File: config.mk
export PLATFORM = sky130hd
export DESIGN_NAME = dm_hart_sequencer
export DESIGN_NICKNAME = d
export VERILOG_FILES = /design/src/rtl/dm_hart_sequencer_pkg.sv /design/src/rtl/dm_hart_sequencer.sv
export SDC_FILE = /design/constraint.sdc
export NUM_CORES = 1
export LEC_CHECK = 0
export BUFFER_PORTS_ARGS = -buffer_cell sky130_fd_sc_hd__buf_2
export CORE_MARGIN = 2
export CORE_UTILIZATION = 38
export DETAILED_ROUTE_END_ITERATION = 10
export HOLD_SLACK_MARGIN = 0.03
export PLACE_DENSITY = 0.79
export RECOVER_POWER = 25
export SYNTH_ARGS = -nofsm -noshare
export SYNTH_HDL_FRONTEND = slang
export SYNTH_SLANG_ARGS = --single-unit
File: constraint.sdc
create_clock -name clk_i -period 1.84 [get_ports clk_i]
set_input_delay 0.184 -clock clk_i [delete_from_list [all_inputs] [get_ports clk_i]]
set_output_delay 0.184 -clock clk_i [all_outputs]
set_load 0.02 [all_outputs]
File: src/rtl/dm_hart_sequencer_pkg.sv
// Shared debug-module definitions: memory map constants, hart sequencer
// state encoding and the abstract-command error codes.
package dm_hart_sequencer_pkg;

  localparam int unsigned DataAddr    = 32'h0000_0380;
  localparam int unsigned DataCount   = 2;
  localparam int unsigned ProgBufSize = 8;

  typedef enum logic [2:0] {
    RUNNING  = 3'd0,
    HALTING  = 3'd1,
    HALTED   = 3'd2,
    CMD_GO   = 3'd3,
    CMD_EXEC = 3'd4,
    RESUME   = 3'd5
  } hart_state_e;

  typedef enum logic [2:0] {
    CmdErrNone       = 3'd0,
    CmdErrBusy       = 3'd1,
    CmdErrException  = 3'd3,
    CmdErrHaltResume = 3'd4
  } cmderr_e;

endpackage

File: src/rtl/dm_hart_sequencer.sv
// Debug-module sequencer for a single hart: tracks halt/resume state, drives
// the go/resume flags polled by the hart, runs abstract commands and keeps
// the sticky cmderr / resumeack status. All outputs are registered and
// reflect the state entered on the same clock edge.
//
//   state    | meaning
//   ---------+-------------------------------------------------------------
//   RUNNING  | hart executing normally
//   HALTING  | debug request raised, waiting for the hart's halted write
//   HALTED   | hart parked in the debug loop, accepting commands/resume
//   CMD_GO   | go flag raised, waiting for the hart's going write
//   CMD_EXEC | hart executing the command, waiting for halted/exception
//   RESUME   | resume flag raised, waiting for the hart's resuming write
module dm_hart_sequencer
  import dm_hart_sequencer_pkg::*;
#(
  parameter int unsigned HartId      = 0,
  parameter int unsigned HartIdWidth = 10,
  parameter int unsigned BusWidth    = 32
) (
  input  logic                clk_i,
  input  logic                rst_i,
  input  logic                haltreq_i,
  input  logic                resumereq_i,
  input  logic                cmd_valid_i,
  input  logic                cmderr_clear_i,
  input  logic                wr_halted_en_i,
  input  logic                wr_going_en_i,
  input  logic                wr_resuming_en_i,
  input  logic                wr_exception_en_i,
  input  logic [BusWidth-1:0] wdata_i,
  output logic                debug_req_o,
  output logic                flag_go_o,
  output logic                flag_resume_o,
  output logic                halted_o,
  output logic                resumeack_o,
  output logic                cmd_busy_o,
  output logic                cmd_done_o,
  output logic [2:0]          cmd_err_o
);

  hart_state_e r_state;
  hart_state_e w_state_nxt;

  logic       w_id_match;
  logic       w_halted_vld;
  logic       w_going_vld;
  logic       w_resuming_vld;
  logic       w_exception_vld;
  logic       w_unused_wdata;

  logic       w_cmd_done_nxt;
  logic       w_ack_set;
  logic       w_ack_clr;
  logic       w_err_new;
  cmderr_e    w_err_val;

  logic       w_debug_req_nxt;
  logic       w_flag_go_nxt;
  logic       w_flag_resume_nxt;
  logic       w_halted_nxt;
  logic       w_busy_nxt;

  logic       r_debug_req;
  logic       r_flag_go;
  logic       r_flag_resume;
  logic       r_halted;
  logic       r_resumeack;
  logic       r_cmd_busy;
  logic       r_cmd_done;
  logic [2:0] r_cmd_err;

  // Hart writes only count when the id field in the write data selects us.
  assign w_id_match      = (wdata_i[HartIdWidth-1:0] == HartIdWidth'(HartId));
  assign w_halted_vld    = wr_halted_en_i    & w_id_match;
  assign w_going_vld     = wr_going_en_i     & w_id_match;
  assign w_resuming_vld  = wr_resuming_en_i  & w_id_match;
  assign w_exception_vld = wr_exception_en_i & w_id_match;
  assign w_unused_wdata  = ^wdata_i[BusWidth-1:HartIdWidth];

  // State register.
  always_ff @(posedge clk_i) begin
    if (rst_i) begin
      r_state <= RUNNING;
    end else begin
      r_state <= w_state_nxt;
    end
  end

  // Next-state logic plus the single-cycle events that ride on transitions.
  always_comb begin
    w_state_nxt    = r_state;
    w_cmd_done_nxt = 1'b0;
    w_ack_set      = 1'b0;
    w_ack_clr      = 1'b0;
    w_err_new      = 1'b0;
    w_err_val      = CmdErrNone;
    unique case (r_state)
      RUNNING: begin
        if (w_halted_vld) begin
          w_state_nxt = HALTED;
        end else if (haltreq_i) begin
          w_state_nxt = HALTING;
        end
      end
      HALTING: begin
        if (w_halted_vld) w_state_nxt = HALTED;
      end
      HALTED: begin
        // A command attempted while cmderr is set is dropped, which lets a
        // coincident resume request through.
        if (cmd_valid_i && (r_cmd_err == CmdErrNone)) begin
          w_state_nxt = CMD_GO;
        end else if (resumereq_i) begin
          w_state_nxt = RESUME;
          w_ack_clr   = 1'b1;
        end
      end
      CMD_GO: begin
        if (w_going_vld) w_state_nxt = CMD_EXEC;
      end
      CMD_EXEC: begin
        if (w_exception_vld) begin
          w_state_nxt    = HALTED;
          w_cmd_done_nxt = 1'b1;
          w_err_new      = 1'b1;
          w_err_val      = CmdErrException;
        end else if (w_halted_vld) begin
          w_state_nxt    = HALTED;
          w_cmd_done_nxt = 1'b1;
        end
      end
      RESUME: begin
        if (w_resuming_vld) begin
          w_state_nxt = RUNNING;
          w_ack_set   = 1'b1;
        end
      end
      default: w_state_nxt = RUNNING;
    endcase

    // Commands outside HALTED never change state; they only flag an error.
    if (cmd_valid_i && (r_cmd_err == CmdErrNone) && (r_state != HALTED)) begin
      w_err_new = 1'b1;
      w_err_val = ((r_state == CMD_GO) || (r_state == CMD_EXEC)) ? CmdErrBusy
                                                                  : CmdErrHaltResume;
    end
  end

  // Output decode from the upcoming state so the registered flags line up
  // with the state register.
  always_comb begin
    w_debug_req_nxt   = (w_state_nxt == HALTING);
    w_flag_go_nxt     = (w_state_nxt == CMD_GO);
    w_flag_resume_nxt = (w_state_nxt == RESUME);
    w_busy_nxt        = (w_state_nxt == CMD_GO) || (w_state_nxt == CMD_EXEC);
    w_halted_nxt      = (w_state_nxt == HALTED) || w_busy_nxt;
  end

  // Registered outputs and the sticky resumeack / cmderr status.
  always_ff @(posedge clk_i) begin
    if (rst_i) begin
      r_debug_req   <= 1'b0;
      r_flag_go     <= 1'b0;
      r_flag_resume <= 1'b0;
      r_halted      <= 1'b0;
      r_resumeack   <= 1'b0;
      r_cmd_busy    <= 1'b0;
      r_cmd_done    <= 1'b0;
      r_cmd_err     <= CmdErrNone;
    end else begin
      r_debug_req   <= w_debug_req_nxt;
      r_flag_go     <= w_flag_go_nxt;
      r_flag_resume <= w_flag_resume_nxt;
      r_halted      <= w_halted_nxt;
      r_cmd_busy    <= w_busy_nxt;
      r_cmd_done    <= w_cmd_done_nxt;
      if (w_ack_set) begin
        r_resumeack <= 1'b1;
      end else if (w_ack_clr) begin
        r_resumeack <= 1'b0;
      end
      // First error sticks; a clear in the same cycle lets a new one in.
      if (w_err_new && ((r_cmd_err == CmdErrNone) || cmderr_clear_i)) begin
        r_cmd_err <= w_err_val;
      end else if (cmderr_clear_i) begin
        r_cmd_err <= CmdErrNone;
      end
    end
  end

  assign debug_req_o   = r_debug_req;
  assign flag_go_o     = r_flag_go;
  assign flag_resume_o = r_flag_resume;
  assign halted_o      = r_halted;
  assign resumeack_o   = r_resumeack;
  assign cmd_busy_o    = r_cmd_busy;
  assign cmd_done_o    = r_cmd_done;
  assign cmd_err_o     = r_cmd_err;

endmodule
# ---- After elaboration in Yosys (flattened, before gate mapping)
# Index checks and enable logic that the tools add are counted.
# Widths: inputs -> output; s select.
dict set report totals {
  ff_bits 13
  latchBits 0
  mem_bits_rw 0
  mem_bits_ro 0
  wordCells 65
  memories 0
}
dict set report classes {
  addsub 0
  multipliers 0
  div 0
  n_lt_le_gt_ge 0
  n_eq_ne 11
  shifts 0
  muxes 27
  bitwise_logic 5
  n_reduce_logical 13
}
# cell count
set op_table {}
lappend op_table {{$mux 3} 12}
lappend op_table {{$pmux 3 s6} 1}
lappend op_table {{$eq 3x2->1 const B} 4}
lappend op_table {{$eq 3x3->1 const B} 4}
lappend op_table {{$mux 1} 12}
lappend op_table {{$logic_not 10->1} 1}
lappend op_table {{$eq 3x1->1 const B} 2}
lappend op_table {{$logic_not 3->1} 2}
lappend op_table {{$and 1x1->1} 4}
lappend op_table {{$logic_or 1x1->1} 4}
lappend op_table {{$mux 2} 2}
lappend op_table {{$reduce_bool 2->1} 2}
lappend op_table {{$logic_and 1x1->1} 3}
lappend op_table {{$ne 3x2->1 const B} 1}
lappend op_table {{$reduce_or 2->1} 1}
lappend op_table {{$not 1->1} 1}

# ---- Longest topological paths before layout
# Gate-level depths: netlist of the first run.
dict set report logic_depth {
  depth_word 8
  depth_mapped 6
}

# ---- Worst setup path before layout of the first run
# No wires, ideal clock.
dict set report synth_timing {
  kind {reg-to-reg}
  from {register r_cmd_err[1] (netlist: cmd_err_o[1])}
  to {register r_cmd_busy (netlist: cmd_busy_o)}
  setup_time_ns 0.135
  arrival_ns 1.555
  t_required_ns 1.705
  slack_ns 0.151
  path_stages_with_launch 6
  n_path_buf 0
  path_cell_list {dfxtp_1 or4b_2 nand3_1 o221ai_2 nand3b_2 mux2i_1}
}
dict set report synth_via {
  elab_chain_cells 6
  word_cells_on_any_way 7
  classes_between {eq/ne (2); mux (2); reduce/logical (3)}
}
# element line_no
set synth_rtl {}
lappend synth_rtl {{start: declaration} dm_hart_sequencer.sv:71} ;# logic [2:0] r_cmd_err;
lappend synth_rtl {{start signal: assignment} dm_hart_sequencer.sv:170} ;# r_cmd_err <= CmdErrNone;
lappend synth_rtl {{start signal: assignment} dm_hart_sequencer.sv:185} ;# r_cmd_err <= w_err_val;
lappend synth_rtl {{start signal: assignment} dm_hart_sequencer.sv:187} ;# r_cmd_err <= CmdErrNone;
lappend synth_rtl {{$logic_not 3->1 *} dm_hart_sequencer.sv:112} ;# if (cmd_valid_i && (r_cmd_err == CmdErrNone)) begin
lappend synth_rtl {{$logic_and 1x1->1 *} dm_hart_sequencer.sv:112}
lappend synth_rtl {{$mux 3 *} dm_hart_sequencer.sv:112}
lappend synth_rtl {{$pmux 3 s6 *} dm_hart_sequencer.sv:98} ;# unique case (r_state)
lappend synth_rtl {{$eq 3x2->1 or $eq 3x3->1 (tied branches)} dm_hart_sequencer.sv:156} ;# w_busy_nxt = (w_state_nxt == CMD_GO) || (w_state_nxt == CMD_EXEC);
lappend synth_rtl {{$logic_or 1x1->1 *} dm_hart_sequencer.sv:156}
lappend synth_rtl {{end signal: assignment} dm_hart_sequencer.sv:176} ;# r_cmd_busy <= w_busy_nxt;
lappend synth_rtl {{end: declaration} dm_hart_sequencer.sv:69} ;# logic r_cmd_busy;
# Mark *: on every way between the ends. The rest lies on a longest branch, timed or not.
# A chain may end at the register's enable or synchronous reset.

# ---- Final worst setup path of the first run
# Ends and elaborated chain as after synthesis.

==> results.toml, run 1 <==
[finish]
area_delta_synth_final_pct = 32.4
fin_nets = 159
n_antenna_cell = 0
drive_above_1_share_pct = 35.3
fin_cells = 141

[global_routing]
grt_max_degree = 12
grt_pass1_vias = 594
grt_pass1_wl_um = 2530
grtUsageTotal_pct = 16.8
antenna_found_initial = 0
grt-ovfl-total = 0

[power]
power_leakage_nw = 0.392
power_density_mw_per_mm2 = 616
peakVddDrop_mv = 0.303

[clock_tree]
cts_tree = "done"
insertion_delay_ns = 0.28
cts_hold_buffers = 0
cts_setup_buffers = 0
cts_buffer_depth = 2
cts_resized = 0
numCtsBuffers = 3
htree_levels = 1
numClockSinks = 13
clk_transition_reported_paths_ns = 0.08
cts_root_buf = "clkbuf_4"

[place]
pre_cts_slack_ns = -0.0650
dpl.hpwl_um = 1260
dp.cells = 137
gp_congestion = 0.734
port_buffers = 29

[critical_path]
startpoint_type = "flip-flop"
cp.arrival_ns = 1.97
critPathRequiredTime_ns = 2.06
setup.worst_path.class = "flip-flop to flip-flop"
endpoint_kind = "flip-flop"
worst-path-max-fanout = 5

[sta]
maxSlewHeadroom_pct = 73.7
drv_slew = 0
fin_tns_setup_ns = 0
setup_viol = 0
final-hold-violation-count = 0
fin_crit_ns = 1.75
whs_ns = 0.165
grt_setup_unrepaired = "no"
fin_ws_ns = 0.0885
skew_ns = 0.00103
fin_crit_sh_pct = 95.2
fmaxAchievable_mhz = 571
worst_pin_slew_ns = 0.385

[floorplan]
die-area_mm2 = 0.00216
num_rows = 15
ioPinCount = 52
core_area_mm2 = 0.00171
die_x_um = 46.5
initial_core_util_pct = 40.2
die_h_um = 46.5

[logic_synthesis]
synthCells = 81
syn_area_um2 = 687
synth_area_leaders = "dfxtp_1 (38%), a21oi_1 (5.1%), nor2b_1 (3.6%), a211oi_1 (3.3%), inv_1 (3.3%)"
synth_top_cell_area_share_pct = 37.9
synth-edff-count = 0
synth_fp_nets = 123
seq_area_frac_synth_pct = 37.9
ys_seq_elements = 13
synth.top_cells.by_count = "dfxtp_1 (13), a21oi_1 (7), inv_1 (6), nor2_1 (6), nand2_1 (5)"
ys_async_sr_fraction_pct = 0
yosysUniqueCellTypes = 33
ys.flop_type = "dfxtp_1"
synth.most_common_cell = "dfxtp_1"
avgSynthCellArea_um2 = 8.48
synth_top_area_cell = "dfxtp_1"
yosysWarnings = 0

[status]
status = "finished, final reports clean"

[route]
firstDrtPassIters = 4
ant_nets = 0
drc = 0
via_per_inst = 5.16
wl_per_cell_um = 11.2
vias = 728
drt_iter0_drc = 15
wl_um = 1580

[min_path]
hp-class = "input port to flip-flop"

[flow_run]
max-cap-violations = 0
[worst paths after layout]
| path | slack (ns) | cells past startpoint | start | endpoint |
|---|---|---|---|---|
| worst max-delay path | 0.09 | 6 | cmd_err_o[1] | cmd_busy_o |
| worst min-delay path | 0.17 | 2 | rst_i | resumeack_o |
| worst max register to register | 0.09 | 6 | cmd_err_o[1] | cmd_busy_o |
| worst min register to register | 0.46 | 2 | resumeack_o | resumeack_o |
[kinds of logic (layout without fill, tap and decap cells)]
logic type / after synthesis / after routing / synth area share [%]
AND/OR/NAND/NOR: 32 / 32 / 29.1
AO/OA/AOI/OAI: 25 / 25 / 25.1
flip-flops: 13 / 13 / 37.9
buffers and inverters: 9 / 44 / 4.92
multiplexers: 2 / 2 / 2.91
[cell usage in the layout, fill, tap and decap left out]
cell type and n:
or4_4 2, nand2_1 5, a21oi_1 7, nor2_1 6, nand2b_1 1, o2111ai_1 1, nor3_2 1, clkbuf_1 6
a21o_1 1, or3_1 1, o221ai_2 1, o21ba_2 1, nor3_1 3, o31ai_1 1, or3_4 1, dfxtp_1 13
buf_2 24, nor4b_1 2, or2_2 1, inv_1 6, clkbuf_4 3, a22o_1 1, o22ai_1 1, a211oi_1 3
nand3_1 2, nor2b_1 4, a31oi_1 1, buf_4 5, mux2i_1 2, nand3b_2 1, o311ai_1 1, o21bai_1 1
nor3b_1 1, o21ai_0 4, or4b_2 1, a2111oi_0 1
[power breakdown]
part	switching, mW	internal [mW]	total [mW]
clock	0.0931	0.0842	0.177
sequential	0.00711	0.288	0.295
combinational	0.0452	0.0429	0.0881
total	0.145	0.415	0.561
[layer usage]
metal	track usage, %	vias to the layer above	wire [µm]
li1	-	370	-
met1	19.9	325	669
met2	27.5	28	777
met3	5.88	5	94
met4	6.86	0	40
met5	0	-	0
[metrics by stage]
| stage | area, µm² | util [%] | power (mW) |
|---|---|---|---|
| floorplan | 687 | - | 0.348 |
| global placement | 890 | 52.1 | 0.388 |
| detailed placement | 890 | 52.1 | 0.390 |
| CTS | 916 | 53.6 | 0.565 |
| global route | 910 | 53.3 | 0.587 |
| finish | 910 | 53.3 | 0.561 |
[layout make-up]
type	instances	area, µm²
Timing Repair Buffer	34	176
Inverter	6	22.5
Multi-Input combinational cell	59	393
Clock buffer	4	26.3
Tap cell	25	31.3
Sequential cell	13	260
Fill cell	169	798
[sequential cells by signal, summed over array words and instances (netlist names)]
| register | count |
|---|---|
| cmd_err_o | 3 |
| r_state | 3 |
| cmd_busy_o | 1 |
| cmd_done_o | 1 |
| debug_req_o | 1 |
| flag_go_o | 1 |
| flag_resume_o | 1 |
| halted_o | 1 |
| resumeack_o | 1 |
[worst max-delay path: stages, from the launching register on]
cell     delay (ns)
dfxtp_1        0.34
or4b_2         0.75
nand2_1        0.11
a22o_1         0.16
o21ai_0        0.08
buf_4          0.15
mux2i_1        0.10
No activity file was read; power rests on OpenSTA's default activity.
==> run 2: changes to the inputs <==
--- a/config.mk
+++ b/config.mk
@@ -8,9 +8,11 @@
 export BUFFER_PORTS_ARGS = -buffer_cell sky130_fd_sc_hd__buf_2
 export CORE_MARGIN = 2
 export CORE_UTILIZATION = 38
+export CTS_CLUSTER_SIZE = 12
 export DETAILED_ROUTE_END_ITERATION = 10
+export GPL_TIMING_DRIVEN = 0
 export HOLD_SLACK_MARGIN = 0.03
-export PLACE_DENSITY = 0.79
+export PLACE_DENSITY_LB_ADDON = 0.15
 export RECOVER_POWER = 25
 export SYNTH_ARGS = -nofsm -noshare
 export SYNTH_HDL_FRONTEND = slang
==> run 2 against run 1 <==
Against the previous run: die area unchanged; largest cell class unchanged; worst setup slack better by 0.022 ns; global-route usage down 0.76 points; critical endpoint is now halted_o; maximum frequency up 1.3%; power down 1.2%.
==> results.toml, run 2 (synthesis results as in run 1) <==
[floorplan]
ioPinCount = 52
initial_core_util_pct = 40.2
num_rows = 15
die_h_um = 46.5
die_x_um = 46.5
core_area_mm2 = 0.00171
die-area_mm2 = 0.00216

[sta]
final-hold-violation-count = 0
fin_tns_setup_ns = 0
skew_ns = 0.00127
maxSlewHeadroom_pct = 68.1
fin_crit_ns = 1.73
setup_viol = 0
drv_slew = 0
whs_ns = 0.175
fin_crit_sh_pct = 94.0
grt_setup_unrepaired = "no"
fin_ws_ns = 0.111
worst_pin_slew_ns = 0.471
fmaxAchievable_mhz = 578

[place]
postPlaceCellArea_um2 = 863
port_buffers = 29
gp_congestion = 0.801
dpl.hpwl_um = 1230
dp.cells = 135
pre_cts_slack_ns = -0.118

[clock_tree]
cts_setup_buffers = 0
numClockSinks = 13
cts_buffer_depth = 2
htree_levels = 1
clk_transition_reported_paths_ns = 0.07
cts_hold_buffers = 0
cts_root_buf = "clkbuf_4"
insertion_delay_ns = 0.27
numCtsBuffers = 3
cts_tree = "done"

[finish]
post-route-cell-area_um2 = 903
layout_commonest_cell = "buf_2"
drive_above_1_share_pct = 35.1
mostFrequentLayoutCells = "buf_2 (24), dfxtp_1 (13), clkbuf_1 (7), a21oi_1 (7)"
fin_util_pct = 52.9
n_antenna_cell = 0
fin_nets = 157
area_delta_synth_final_pct = 31.5
fin_cells = 139

[global_routing]
grtUsageTotal_pct = 16.1
grt-ovfl-total = 0
grt_pass1_vias = 632
grt_pass1_wl_um = 2490
antenna_found_initial = 0
grt_max_degree = 11

[critical_path]
critPathRequiredTime_ns = 1.98
r2r_setup_slack_ns = 0.11
setup.worst_path.class = "flip-flop to flip-flop"
startpoint_type = "flip-flop"
worst-path-max-fanout = 5
critPathLaunch = "cmd_err_o[1]"
endpoint = "halted_o"
r2r-end = "halted_o"
reg2reg_depth = 5
cp.arrival_ns = 1.87
rr_startpoint = "cmd_err_o[1]"
endpoint_kind = "flip-flop"

[power]
design_power_total_uw = 554
power_density_mw_per_mm2 = 613
peakVddDrop_mv = 0.433
power_leakage_nw = 0.378

[route]
drt_iter0_drc = 10
ant_nets = 0
wl_um = 1570
wl_per_cell_um = 11.3
drc = 0
via_per_inst = 5.06
vias = 703
firstDrtPassIters = 6

[flow_run]
max-cap-violations = 0

[status]
status = "finished, final reports clean"

[min_path]
hp-class = "input port to flip-flop"
-- run 2: report_power, final --
part / switching (mW) / internal (mW) / leakage, nW
registers: 0.00685 / 0.288 / 0.106
logic: 0.0478 / 0.0408 / 0.257
clock network: 0.0865 / 0.0839 / 0.0150
total: 0.141 / 0.413 / 0.378
-- run 2: metal layers --
| layer | track usage (%) | up-vias | routed length, µm | share of wire [%] |
|---|---|---|---|---|
| li1 | - | 368 | - | - |
| met2 | 28.1 | 27 | 722 | 46 |
| met4 | 1.71 | 0 | 10 | 0.64 |
| met3 | 6.27 | 2 | 122 | 7.8 |
| met1 | 19.1 | 306 | 710 | 45 |
| met5 | 0 | - | 0 | 0 |
-- run 2: how the worst min path moves through the flow --
stage                     slack, ns  cells after the start         from           to
final                          0.18                      2        rst_i  resumeack_o
after global routing           0.18                      2        rst_i  resumeack_o
after CTS                      0.17                      2        rst_i  resumeack_o
after detailed placement       0.45                      2  resumeack_o  resumeack_o
after global placement         0.44                      2  resumeack_o  resumeack_o
after floorplan                0.25                      1        rst_i  resumeack_o
-- run 2: final cells by class --
| type | instances | area [µm²] |
|---|---|---|
| fillers | 179 | 805 |
| plain buffers | 3 | 13.8 |
| multi-input cells | 59 | 410 |
| clock buffers | 4 | 26.3 |
| inverters | 6 | 22.5 |
| well taps | 25 | 31.3 |
| flip-flops and latches | 13 | 260 |
| repair buffers | 29 | 139 |
-- run 2: worst max-delay path, stage by stage (launching register included) --
cell	delay (ns)
dfxtp_1	0.34
or4b_2	0.75
nand3_1	0.18
o221ai_2	0.13
nand3b_2	0.14
o31ai_1	0.07
-- run 2: timing repair --
action / CTS / global route
endpoints found under the setup margin: 2 / 7
cloned: 0 / 0
resized for setup: 1 / 7
==> run 3: changes to the inputs <==
--- a/config.mk
+++ b/config.mk
@@ -13,7 +13,6 @@
 export GPL_TIMING_DRIVEN = 0
 export HOLD_SLACK_MARGIN = 0.03
 export PLACE_DENSITY_LB_ADDON = 0.15
-export RECOVER_POWER = 25
 export SYNTH_ARGS = -nofsm -noshare
 export SYNTH_HDL_FRONTEND = slang
 export SYNTH_SLANG_ARGS = --single-unit
==> run 3 against run 2 <==
Against the previous run: die area unchanged; critical path depth unchanged; first-iteration DRC count is the same; hold slack about the same; critical path type unchanged; worst setup slack better by 0.00053 ns; sequential cell count stayed put; sequential share of layout area is 0.20 points lower.
==> results.toml, run 3 (synthesis results as in run 1) <==
[clock_tree]
cts_buffer_depth = 2
cts_setup_buffers = 0
cts_root_buf = "clkbuf_4"
numCtsBuffers = 3
insertion_delay_ns = 0.27
clk_transition_reported_paths_ns = 0.07
htree_levels = 1
numClockSinks = 13
cts_tree = "done"

[power]
swShare_pct = 25.5
p_comb_share_pct = 16.0
p_sw_uw = 141
pwr-share-seq_pct = 53.3
clkPwrFrac_pct = 30.7
p_int_uw = 413
peakVddDrop_mv = 0.432
power_density_mw_per_mm2 = 609
power_leakage_nw = 0.400

[flow_run]
max-cap-violations = 0

[finish]
fin_nets = 157
fin_util_pct = 53.3
drive_above_1_share_pct = 39.5
multiInputGateArea_um2 = 410
layout_commonest_cell = "buf_2"
nFillCells = 174
n_antenna_cell = 0
area_delta_synth_final_pct = 32.4
mostFrequentLayoutCells = "buf_2 (29), dfxtp_1 (13), a21oi_1 (7)"
fin_cells = 139
ff_latch_area_um2 = 260

[critical_path]
worst-path-max-fanout = 5
rr_startpoint = "cmd_err_o[1]"
r2r_setup_slack_ns = 0.11
cp.arrival_ns = 1.87
critPathRequiredTime_ns = 1.98
endpoint_kind = "flip-flop"
r2r-end = "halted_o"
reg2reg_depth = 5
setup.worst_path.class = "flip-flop to flip-flop"
startpoint_type = "flip-flop"

[route]
via_per_inst = 5.06
drt_iter0_drc = 10
wl_per_cell_um = 11.2
drc = 0
ant_nets = 0
firstDrtPassIters = 6
vias = 704
wl_um = 1560

[floorplan]
ioPinCount = 52
num_rows = 15
core_area_mm2 = 0.00171
die_h_um = 46.5
initial_core_util_pct = 40.2
die-area_mm2 = 0.00216
die_x_um = 46.5

[status]
status = "finished, final reports clean"

[sta]
fin_tns_setup_ns = 0
skew_ns = 0.00149
fin_ws_ns = 0.111
worst_pin_slew_ns = 0.471
grt_setup_unrepaired = "no"
drv_slew = 0
maxSlewHeadroom_pct = 68.1
fin_crit_ns = 1.73
setup_viol = 0
final-hold-violation-count = 0
fin_crit_sh_pct = 94.0
whs_ns = 0.175
fmaxAchievable_mhz = 578

[global_routing]
grtUsageTotal_pct = 16.1
antenna_found_initial = 0
grt_max_degree = 11
grt_pass1_wl_um = 2490
grt-ovfl-total = 0
grt_pass1_vias = 632

[place]
port_buffers = 29
gp_congestion = 0.801
dpl.hpwl_um = 1230
dp.cells = 135
pre_cts_slack_ns = -0.118

[min_path]
hp-class = "input port to flip-flop"
min_to = "resumeack_o"
hold_depth = 2
hold_start = "rst_i"
[run 3: worst max-delay path by stage]
stage / startpoint / end / slack [ns] / depth (start not counted)
CTS: r_state[1] / cmd_busy_o / 0.01 / 6
global route: cmd_err_o[1] / halted_o / 0.04 / 5
global placement: wdata_i[7] / halted_o / -0.11 / 6
floorplan: cmd_err_o[1] / cmd_busy_o / 0.15 / 5
detailed placement: wdata_i[7] / halted_o / -0.12 / 6
finish: cmd_err_o[1] / halted_o / 0.11 / 5
[run 3: timing repair]
item	in CTS	in global routing
setup endpoints to repair	2	7
endpoints found under the hold margin	0	0
pin swaps	0	0
hold buffers	0	0
resized for setup	1	7
[run 3: cell type report]
| type | count | share of cell area, % |
|---|---|---|
| tap | 25 | 3.44 |
| buffer | 3 | 1.51 |
| timing repair buffer | 29 | 16.0 |
| clock buffer | 4 | 2.89 |
| sequential | 13 | 28.6 |
| multi-input combinational | 59 | 45.1 |
| inverter | 6 | 2.48 |
[run 3: power groups by stage]
stage	Combinational, mW	Sequential [mW]	Clock [mW]
global placement	0.0856	0.301	0
CTS	0.0878	0.294	0.181
floorplan	0.0422	0.306	0
detailed placement	0.0864	0.301	0
global route	0.0991	0.296	0.191
finish	0.0886	0.295	0.170
[run 3: per-layer routing]
metal	track usage [%]	part of all wire (%)	up-vias
met1	19.1	45	307
met3	6.27	8.0	2
met5	0	0	-
met4	1.71	0.64	0
met2	28.1	46	27
li1	-	-	368
[run 3: stage by stage]
stage	cell area (µm²)	total power [mW]
3_5_place_dp	863	0.387
6_report	910	0.554
5_1_grt	910	0.587
2_1_floorplan	687	0.348
4_1_cts	891	0.563
3_3_place_gp	863	0.386
[run 3: worst max-delay path, stage by stage, from the launching register on]
cell      delay (ns)
dfxtp_1         0.34
or4b_2          0.75
nand3_1         0.18
o221ai_2        0.13
nand3b_2        0.14
o31ai_1         0.07
